[config.mk]
export PLATFORM = sky130hd
export DESIGN_NAME = instruction_loader_flat
export DESIGN_NICKNAME = d
export VERILOG_FILES = /design/src/rtl/instruction_loader_if.sv /design/src/rtl/instruction_loader.sv /design/src/flat_wrapper.sv
export SDC_FILE = /design/constraint.sdc
export NUM_CORES = 1
export LEC_CHECK = 0
export CELL_PAD_IN_SITES_DETAIL_PLACEMENT = 1
export CELL_PAD_IN_SITES_GLOBAL_PLACEMENT = 1
export CORE_MARGIN = 3
export CORE_UTILIZATION = 30
export CTS_BUF_LIST = sky130_fd_sc_hd__clkbuf_2
export DETAILED_ROUTE_END_ITERATION = 8
export HOLD_SLACK_MARGIN = 0.06
export MAX_ROUTING_LAYER = met4
export PLACE_DENSITY = 0.77
export SYNTH_ARGS = -nofsm -noshare
export SYNTH_HDL_FRONTEND = slang
export SYNTH_SLANG_ARGS = --single-unit
[constraint.sdc]
create_clock -name clk -period 3.08 [get_ports clk]
set_input_delay 0.462 -clock clk [delete_from_list [all_inputs] [get_ports clk]]
set_output_delay 0.462 -clock clk [all_outputs]
set_load 0.02 [all_outputs]
[src/rtl/instruction_loader_if.sv]
`default_nettype none
// ============================================================================
// Module   : instruction_loader_if
// Brief    : Byte-stream input and instruction-memory write port bundle.
// Revision : 1.0 - initial release
// ============================================================================
interface instruction_loader_if #(
    parameter int ADDR_WIDTH = 6
);
    logic                  start;
    logic                  in_valid;
    logic [7:0]            in_data;
    logic                  in_ready;
    logic                  mem_we;
    logic [ADDR_WIDTH-1:0] mem_addr;
    logic [15:0]           mem_wdata;
    logic                  cpu_hold;
    logic                  done;

    // Stream source / load controller side
    modport master (
        output start, in_valid, in_data,
        input  in_ready, mem_we, mem_addr, mem_wdata, cpu_hold, done
    );

    // Loader side
    modport slave (
        input  start, in_valid, in_data,
        output in_ready, mem_we, mem_addr, mem_wdata, cpu_hold, done
    );
endinterface
`default_nettype wire

[src/rtl/instruction_loader.sv]
`default_nettype none
// ============================================================================
// Module   : instruction_loader
// Brief    : Packs a byte stream (high byte first) into 16-bit words and
//            writes them to instruction memory from address 0, stalling the
//            core for the duration of the load.
// Revision : 1.0 - initial release
// ============================================================================
module instruction_loader #(
    parameter int NUM_WORDS  = 16,
    parameter int ADDR_WIDTH = 6
) (
    input  wire logic           clk,
    input  wire logic           reset,
    instruction_loader_if.slave bus
);

    localparam logic [2:0] c_idle  = 3'd0;
    localparam logic [2:0] c_high  = 3'd1;
    localparam logic [2:0] c_low   = 3'd2;
    localparam logic [2:0] c_write = 3'd3;
    localparam logic [2:0] c_done  = 3'd4;

    localparam logic [ADDR_WIDTH-1:0] c_last_addr = ADDR_WIDTH'(NUM_WORDS - 1);

    logic [2:0]            r_state;
    logic [2:0]            w_next_state;
    logic [ADDR_WIDTH-1:0] r_addr_cnt;
    logic [7:0]            r_hi;
    logic [7:0]            r_lo;
    logic                  w_in_ready;
    logic                  w_xfer;
    logic                  w_begin;

    // in_ready is a pure state decode, so the transfer term never loops back
    assign w_xfer  = bus.in_valid & w_in_ready;
    assign w_begin = bus.start & ((r_state == c_idle) | (r_state == c_done));

    always_ff @(posedge clk) begin
        if (reset) begin
            r_state <= c_idle;
        end else begin
            r_state <= w_next_state;
        end
    end

    always_comb begin
        w_next_state = r_state;
        case (r_state)
            c_idle:  if (w_begin) w_next_state = c_high;
            c_high:  if (w_xfer)  w_next_state = c_low;
            c_low:   if (w_xfer)  w_next_state = c_write;
            c_write: w_next_state = (r_addr_cnt == c_last_addr) ? c_done : c_high;
            c_done:  if (w_begin) w_next_state = c_high;
            default: w_next_state = c_idle;
        endcase
    end

    always_comb begin
        w_in_ready   = 1'b0;
        bus.mem_we   = 1'b0;
        bus.cpu_hold = 1'b0;
        bus.done     = 1'b0;
        case (r_state)
            c_high: begin
                w_in_ready   = 1'b1;
                bus.cpu_hold = 1'b1;
            end
            c_low: begin
                w_in_ready   = 1'b1;
                bus.cpu_hold = 1'b1;
            end
            c_write: begin
                bus.mem_we   = 1'b1;
                bus.cpu_hold = 1'b1;
            end
            c_done:  bus.done = 1'b1;
            default: ;
        endcase
    end

    // Word assembly and write-address counter
    always_ff @(posedge clk) begin
        if (reset) begin
            r_addr_cnt <= '0;
            r_hi       <= '0;
            r_lo       <= '0;
        end else begin
            if (w_begin) begin
                r_addr_cnt <= '0;
            end else if ((r_state == c_write) && (r_addr_cnt != c_last_addr)) begin
                r_addr_cnt <= r_addr_cnt + ADDR_WIDTH'(1);
            end
            if ((r_state == c_high) && w_xfer) begin
                r_hi <= bus.in_data;
            end
            if ((r_state == c_low) && w_xfer) begin
                r_lo <= bus.in_data;
            end
        end
    end

    assign bus.in_ready  = w_in_ready;
    assign bus.mem_addr  = r_addr_cnt;
    assign bus.mem_wdata = {r_hi, r_lo};

endmodule
`default_nettype wire

[src/flat_wrapper.sv]
// flat-port wrapper written by rule: the top's interface ports become plain ports
module instruction_loader_flat 
#(
    parameter int NUM_WORDS  = 16,
    parameter int ADDR_WIDTH = 6
)
  (clk, reset, bus_start, bus_in_valid, bus_in_data, bus_in_ready, bus_mem_we, bus_mem_addr, bus_mem_wdata, bus_cpu_hold, bus_done);
  instruction_loader_if #(.ADDR_WIDTH(ADDR_WIDTH)) bus_i ();
  input  wire logic clk;
  input  wire logic reset;
  input wire logic [$bits(bus_i.start)-1:0] bus_start;
  input wire logic [$bits(bus_i.in_valid)-1:0] bus_in_valid;
  input wire logic [$bits(bus_i.in_data)-1:0] bus_in_data;
  output wire logic [$bits(bus_i.in_ready)-1:0] bus_in_ready;
  output wire logic [$bits(bus_i.mem_we)-1:0] bus_mem_we;
  output wire logic [$bits(bus_i.mem_addr)-1:0] bus_mem_addr;
  output wire logic [$bits(bus_i.mem_wdata)-1:0] bus_mem_wdata;
  output wire logic [$bits(bus_i.cpu_hold)-1:0] bus_cpu_hold;
  output wire logic [$bits(bus_i.done)-1:0] bus_done;
  assign bus_i.start = bus_start;
  assign bus_i.in_valid = bus_in_valid;
  assign bus_i.in_data = bus_in_data;
  assign bus_in_ready = bus_i.in_ready;
  assign bus_mem_we = bus_i.mem_we;
  assign bus_mem_addr = bus_i.mem_addr;
  assign bus_mem_wdata = bus_i.mem_wdata;
  assign bus_cpu_hold = bus_i.cpu_hold;
  assign bus_done = bus_i.done;
  instruction_loader #(.NUM_WORDS(NUM_WORDS), .ADDR_WIDTH(ADDR_WIDTH)) u_core (.clk(clk), .reset(reset), .bus(bus_i));
endmodule
---- Word-level counts from Yosys, hierarchy flattened ----
Cells that the tools add are included.
storage, ports and cells
  register bits after elaboration ......... 25
  output and inout bits ................... 26
  logic and storage cells ................. 35
operators by class
  add/sub/neg operators ................... 1
  equal/unequal tests ..................... 9
  mux-type cells .......................... 9
  bitwise gates (word level) .............. 3
  reductions and logical operators ........ 9
operator list
  operator               number
  $mux W3                4
  $pmux W3 S4            1
  $add A6 B1 Y6 const B  1
  $eq A3 B2 Y1 const B   2
  $eq A6 B4 Y1 const B   1
  $ne A2 B1 Y1 const B   3
  $ne A6 B4 Y1 const B   1
  $reduce_or A2 Y1       3
  $mux W1                4
  $eq A3 B1 Y1 const B   1
  $eq A3 B3 Y1 const B   1
  $logic_and A1 B1 Y1    3
  $logic_not A3 Y1       1
  $reduce_and A3 Y1      1
  $reduce_or A3 Y1       1
  $and A1 B1 Y1          2
  $or A1 B1 Y1           1

---- Depth between registers and ports, before layout ----
Gate-level depths: netlist of run 1.
  word-level depth ........................ 6
  gate-level depth with buffers ........... 6
  gate-level depth less buffers ........... 5

---- Worst setup path after synthesis of run 1 ----
No wires, ideal clock.
  path type ............................... reg2out
  start point ............................. reg u_core.r_state[1]
  end point ............................... out bus_in_ready
  data arrival time ....................... 818 ps
  required time ........................... 2618 ps
  setup slack ............................. 1800 ps
  stages on the path, launching flop included .. 4
  cells stage by stage .................... dfxtp_1 buf_6 xnor2_1 nor2_1
on the way
  word-level cells in the longest chain between the ends .. 3
  elaborated cells on any way between the ends .. 4
  those cells by class .................... 2 x eq/ne; 1 x mux; 1 x reduce/logical
RTL lines
  item                                                 line                      text
  start: declaration                                   instruction_loader.sv:26  logic [2:0] r_state;
  start signal: assignment                             instruction_loader.sv:41  r_state <= c_idle;
  start signal: assignment                             instruction_loader.sv:43  r_state <= w_next_state;
  $eq A3 B2 Y1 / $eq A3 B1 Y1 (equally long branches)  instruction_loader.sv:64  case (r_state)
  $reduce_or A2 Y1 (no line) (*)                       n/a
  $mux W1 (*)                                          instruction_loader.sv:64
  end: declaration                                     flat_wrapper.sv:14        output wire logic [$bits(bus_i.in_ready)-1:0] bus_in_ready;
Mark *: on every way between the ends. The rest lies on a longest branch, timed or not.

---- Final worst setup path of run 1 ----
  start point ............................. reg u_core.r_state[1]
  end point ............................... out bus_mem_we
on the way
  word-level cells in the longest chain between the ends .. 2
RTL lines
  item              line                      text
  $eq A3 B2 Y1      instruction_loader.sv:64
  $mux W1           instruction_loader.sv:64
  end: declaration  flat_wrapper.sv:15        output wire logic [$bits(bus_i.mem_we)-1:0] bus_mem_we;
Every way passes these cells.

==> results.sh, run 1 <==
export IMPL_core_area_um2=3440
export IMPL_nFillCells=404
export IMPL_ant_nets=0
export IMPL_grt_pass1_wl_um=4280
export IMPL_die_h_um=66.7
export IMPL_slew_headroom_pct=53.3
export IMPL_vias=896
export IMPL_yosysTopAreaCell="dfxtp_1"
export IMPL_critPathArrivalTime_ps=1880
export IMPL_fin_skew_ps=2.00
export IMPL_crit_type="register to output pin"
export IMPL_netlist_area_um2=1110
export IMPL_first_iter_violations=33
export IMPL_rows=21
export IMPL_multi_input_area_um2=544
export IMPL_cts_setup_buffers=0
export IMPL_grt_max_degree=21
export IMPL_fin_util_pct=43.6
export IMPL_crit_required_ps=2620
export IMPL_top_level_ports=38
export IMPL_cts_root_buf="clkbuf_2"
export IMPL_maxCapViolations=0
export IMPL_layout_common_cells="clkdlybuf4s50_1 (37), nor2_1 (26), dfxtp_1 (25)"
export IMPL_setup_tns_ps=0
export IMPL_regArea_um2=500
export IMPL_cts_buffers_inserted=3
export IMPL_synth_top_area_share_pct=45.2
export IMPL_io_buffer_count=37
export IMPL_synth_area_leaders="dfxtp_1 (45%), mux2i_1 (17%), nor2_1 (8.8%)"
export IMPL_h_tree_depth=1
export IMPL_fin_crit_sh_pct=76.1
export IMPL_clockBufferDepth=2
export IMPL_overflow=0
export IMPL_final_min_clock_period_ps=2340
export IMPL_hold_viol=0
export IMPL_grt_antenna_before_repair=0
export IMPL_p_leak_nw=0.559
export IMPL_hold_slack_ps=521
export IMPL_dpl_hpwl_um=1980
export IMPL_area_growth_pct=35.6
export IMPL_fmax_mhz=427
export IMPL_drv_slew=0
export IMPL_synth_avg_cell_area_um2=10.1
export IMPL_max_vdd_ir_drop_mv=0.162
export IMPL_holdPathStages=2
export IMPL_finalNetCount=159
export IMPL_fp_dieArea_um2=4450
export IMPL_worstSetupEndpointType="output pin"
export IMPL_path_clk_slew_ps=220
export IMPL_power_total_mw=0.583
export IMPL_grt_setup_unrepaired="no"
export IMPL_clock_latency_ps=320
export IMPL_final_cells=191
export IMPL_drt_wl_total_um=2530
export IMPL_cp_start_kind="register"
export IMPL_yosysUniqueCellTypes=31
export IMPL_final_common_cell="clkdlybuf4s50_1"
export IMPL_die_x_um=66.7
export IMPL_powerDensity_nw_per_um2=389
export IMPL_status="complete, no violations"
export IMPL_ys_warn_count=0
export IMPL_via_per_inst=4.69
export IMPL_cts_resized=0
export IMPL_track_usage_pct=12.7
export IMPL_setup_violations=0
export IMPL_cts_tree="done"
export IMPL_reg2regPathDepth=3
export IMPL_tightest_slew_ps=698
export IMPL_num_antenna_cells=0
export IMPL_syn_num_nets=123
export IMPL_wire_per_inst_um=13.3
export IMPL_layout_drive_gt1_share_pct=7.59
export IMPL_drt_pass1_iterations=2
export IMPL_hp_class="register to register"
export IMPL_worstPathMaxFanout=8
export IMPL_postSynthCellCount=110
export IMPL_grt_pass1_vias=918
export IMPL_cts_sinks=25
export IMPL_gp_congestion=0.830
export IMPL_start_util_pct=32.1
export IMPL_cts_hold_buf=0
export IMPL_ys_seq_elements=25
export IMPL_drc=0
export IMPL_ys_seq_area_share_pct=45.2
export IMPL_dpl_cell_count=187
path summary, 6_finish.rpt:
| path | start | to | slack [ps] |
|---|---|---|---|
| max | u_core.r_state[1]$_SDFFE_PP0P_ | bus_mem_we | 740 |
| min | u_core.r_lo[3]$_SDFFE_PP0P_ | u_core.r_lo[3]$_SDFFE_PP0P_ | 520 |
| max reg2reg | u_core.r_state[1]$_SDFFE_PP0P_ | u_core.r_lo[2]$_SDFFE_PP0P_ | 1450 |
| min reg2reg | u_core.r_lo[3]$_SDFFE_PP0P_ | u_core.r_lo[3]$_SDFFE_PP0P_ | 520 |
routing by layer:
| metal | global-route usage (%) | part of all wire, % |
|---|---|---|
| met5 | - | 0 |
| met4 | 1.52 | 0 |
| met3 | 2.70 | 7.5 |
| met2 | 20.8 | 44 |
| met1 | 16.5 | 48 |
worst max-delay path, cell delays in order (launching register included):
cell,delay (ps)
dfxtp_1,630
nand3b_4,190
inv_2,130
clkdlybuf4s50_1,610
through the flow:
step                worst slack (ps)  instance area, um^2
finish                           737                 1500
global placement                1070                 1480
detailed placement              1010                 1480
global route                     586                 1500
floorplan                       1800                 1110
CTS                              710                 1500
logic make-up (layout without fill, tap and decap cells):
| group | count (synthesis) | in the layout | share of synthesized area, % |
|---|---|---|---|
| fa+ha+maj | 1 | 1 | 1.13 |
| simple gates | 44 | 44 | 21.6 |
| mux | 19 | 19 | 17.2 |
| flops | 25 | 25 | 45.2 |
| xor+xnor | 3 | 3 | 2.38 |
| buf+inv | 8 | 43 | 5.54 |
| compound gates | 10 | 10 | 6.90 |
sequential cells by signal, indices dropped and copies added, names as in the netlist:
| name | flops |
|---|---|
| u_core.r_hi | 8 |
| u_core.r_lo | 8 |
| u_core.bus.mem_addr | 6 |
| u_core.r_state | 3 |
Yosys cell counts:
cell / instances
nor2_1: 26
dfxtp_1: 25
mux2i_1: 19
buf_6: 4
a21oi_1: 3
nand3_1: 3
xnor2_1: 3
and2_1: 2
nand2_1: 2
nor3_1: 2
a21o_1: 1
a2bb2oi_1: 1
a31oi_1: 1
a31oi_4: 1
and3b_1: 1
and4bb_1: 1
buf_2: 1
clkbuf_1: 1
ha_1: 1
inv_1: 1
inv_2: 1
nand3b_4: 1
nand4_1: 1
nor2_2: 1
nor2b_1: 1
nor2b_4: 1
nor3_2: 1
nor3b_2: 1
o21ai_0: 1
o21ai_1: 1
o21bai_1: 1
final cells by class:
type	count	area share, %
multi-input cells	77	36.3
repair buffers	37	24.7
flip-flops and latches	25	33.4
clock inverters	1	0.334
clock buffers	3	1.00
well taps	46	3.84
inverters	2	0.500
power breakdown:
group	internal [mW]	switching, mW	total (mW)
Clock	0.0295	0.0912	0.121
Sequential	0.335	0.0137	0.349
Combinational	0.0585	0.0553	0.114
Total	0.423	0.160	0.583
(Power assumes the default switching activity.)
==> run 2, diff against run 1 <==
clock period = 2.3 ns   (was 3.08 ns; I/O delays follow)
==> results.sh, run 2 (synthesized netlist as in run 1, its figures left out) <==
export IMPL_reg2regPathDepth=3
export IMPL_grt_setup_unrepaired="no"
export IMPL_layout_drive_gt1_share_pct=9.59
export IMPL_r2r_start="u_core.r_state[1]$_SDFFE_PP0P_"
export IMPL_grt_antenna_before_repair=0
export IMPL_routed_top_layer="met4"
export IMPL_setup_tns_ps=0
export IMPL_slew_headroom_pct=64.7
export IMPL_h_tree_depth=1
export IMPL_core_area_um2=3440
export IMPL_grt_pass1_vias=915
export IMPL_fmax_mhz=478
export IMPL_fin_crit_sh_pct=90.9
export IMPL_cts_buffers_inserted=3
export IMPL_reg2reg_setup_slack_ps=830
export IMPL_maxCapViolations=0
export IMPL_placed_area_um2=1490
export IMPL_drv_slew=0
export IMPL_drc=0
export IMPL_num_antenna_cells=0
export IMPL_max_stage_delay_ps=630
export IMPL_top_level_ports=38
export IMPL_dpl_cell_count=188
export IMPL_gp_congestion=0.792
export IMPL_nFillCells=383
export IMPL_max_vdd_ir_drop_mv=0.157
export IMPL_grt_max_degree=20
export IMPL_fin_skew_ps=3.53
export IMPL_final_min_clock_period_ps=2090
export IMPL_cts_hold_buf=0
export IMPL_track_usage_pct=12.8
export IMPL_drt_wl_total_um=2620
export IMPL_holdPathStages=2
export IMPL_area_growth_pct=36.5
export IMPL_p_leak_nw=0.565
export IMPL_rows=21
export IMPL_fp_dieArea_um2=4450
export IMPL_die_x_um=66.7
export IMPL_whs_endpoint="u_core.r_lo[3]$_SDFFE_PP0P_"
export IMPL_tightest_slew_ps=529
export IMPL_cts_sinks=25
export IMPL_status="complete, no violations"
export IMPL_critPathArrivalTime_ps=1750
export IMPL_worstSetupEndpointType="output pin"
export IMPL_clock_latency_ps=330
export IMPL_die_h_um=66.7
export IMPL_final_cells=192
export IMPL_cp_startpoint="u_core.r_state[0]$_SDFFE_PP0P_"
export IMPL_slowest_stage="clkdlybuf4s50_1"
export IMPL_ant_nets=0
export IMPL_crit_chain="nor2_2 -> and2_1 -> clkdlybuf4s50_1"
export IMPL_hold_start="u_core.r_lo[3]$_SDFFE_PP0P_"
export IMPL_grt_pass1_wl_um=4310
export IMPL_wl_met2_um=1200
export IMPL_overflow=0
export IMPL_powerDensity_nw_per_um2=526
export IMPL_path_clk_slew_ps=230
export IMPL_layout_common_cells="clkdlybuf4s50_1 (37), nor2_1 (26), dfxtp_1 (23)"
export IMPL_met3_wirelength_um=189
export IMPL_final_common_cell="clkdlybuf4s50_1"
export IMPL_dpl_hpwl_um=2040
export IMPL_first_iter_violations=12
export IMPL_clockBufferDepth=2
export IMPL_crit_type="register to output pin"
export IMPL_setup_violations=0
export IMPL_design_area_um2=1510
export IMPL_cts_tree="done"
export IMPL_finalNetCount=160
export IMPL_drt_pass1_iterations=4
export IMPL_drt_met1_wl_um=1220
export IMPL_wire_per_inst_um=13.6
export IMPL_cp_start_kind="register"
export IMPL_hold_viol=0
export IMPL_worstPathMaxFanout=9
export IMPL_hold_slack_ps=522
export IMPL_crit_required_ps=1960
export IMPL_vias=877
export IMPL_via_per_inst=4.57
export IMPL_r2r_end="u_core.r_lo[6]$_SDFFE_PP0P_"
export IMPL_io_buffer_count=37
export IMPL_hp_class="register to register"
export IMPL_start_util_pct=32.1
export IMPL_cts_root_buf="clkbuf_2"
-- run 2: through the flow --
stage / setup slack, ps / utilization, % / power (mW)
2_1_floorplan: 1060 / - / 0.570
3_3_place_gp: 457 / 43.2 / 0.627
3_5_place_dp: 391 / 43.2 / 0.632
4_1_cts: 48.8 / 43.8 / 0.809
5_1_grt: 90.5 / 43.9 / 0.840
6_report: 208 / 43.9 / 0.794
-- run 2: report_power, final --
part | internal (mW) | switching (mW)
clock | 0.0460 | 0.126
sequential | 0.450 | 0.0181
combinational | 0.0796 | 0.0749
-- run 2: routing by layer --
metal / GRT usage, % / up-vias
met5: - / -
met4: 2.28 / 0
met3: 3.71 / 2
met2: 21.3 / 32
met1: 15.7 / 400
li1: - / 443
-- run 2: how the worst max path moves through the flow --
stage | endpoint | slack (ps) | depth (start not counted)
global route | bus_done | 90 | 3
detailed placement | u_core.r_hi[3]$_SDFFE_PP0P_ | 390 | 5
floorplan | u_core.r_state[0]$_SDFFE_PP0P_ | 1060 | 4
global placement | u_core.r_hi[7]$_SDFFE_PP0P_ | 460 | 5
finish | bus_done | 210 | 3
CTS | bus_mem_we | 50 | 3
-- run 2: layout make-up --
class / count / area, um^2 / area share [%]
Tap cell: 46 / 57.6 / 3.81
Timing Repair Buffer: 38 / 378 / 25.0
Inverter: 2 / 7.51 / 0.497
Multi-Input combinational cell: 77 / 544 / 36.0
Clock buffer: 4 / 20.0 / 1.33
Sequential cell: 25 / 503 / 33.3
-- run 2: what timing repair did --
action,in CTS,in global routing
endpoints found under the setup margin,0,2
endpoints found under the hold margin,0,0
gates resized for setup,0,2
buffers inserted,0,0
-- run 2: critical path: cells and delay by family (launching register included) --
family	cells	cell delay [ps]
buffers and inverters	1	630
DFF	1	430
and+or+nand+nor	2	360
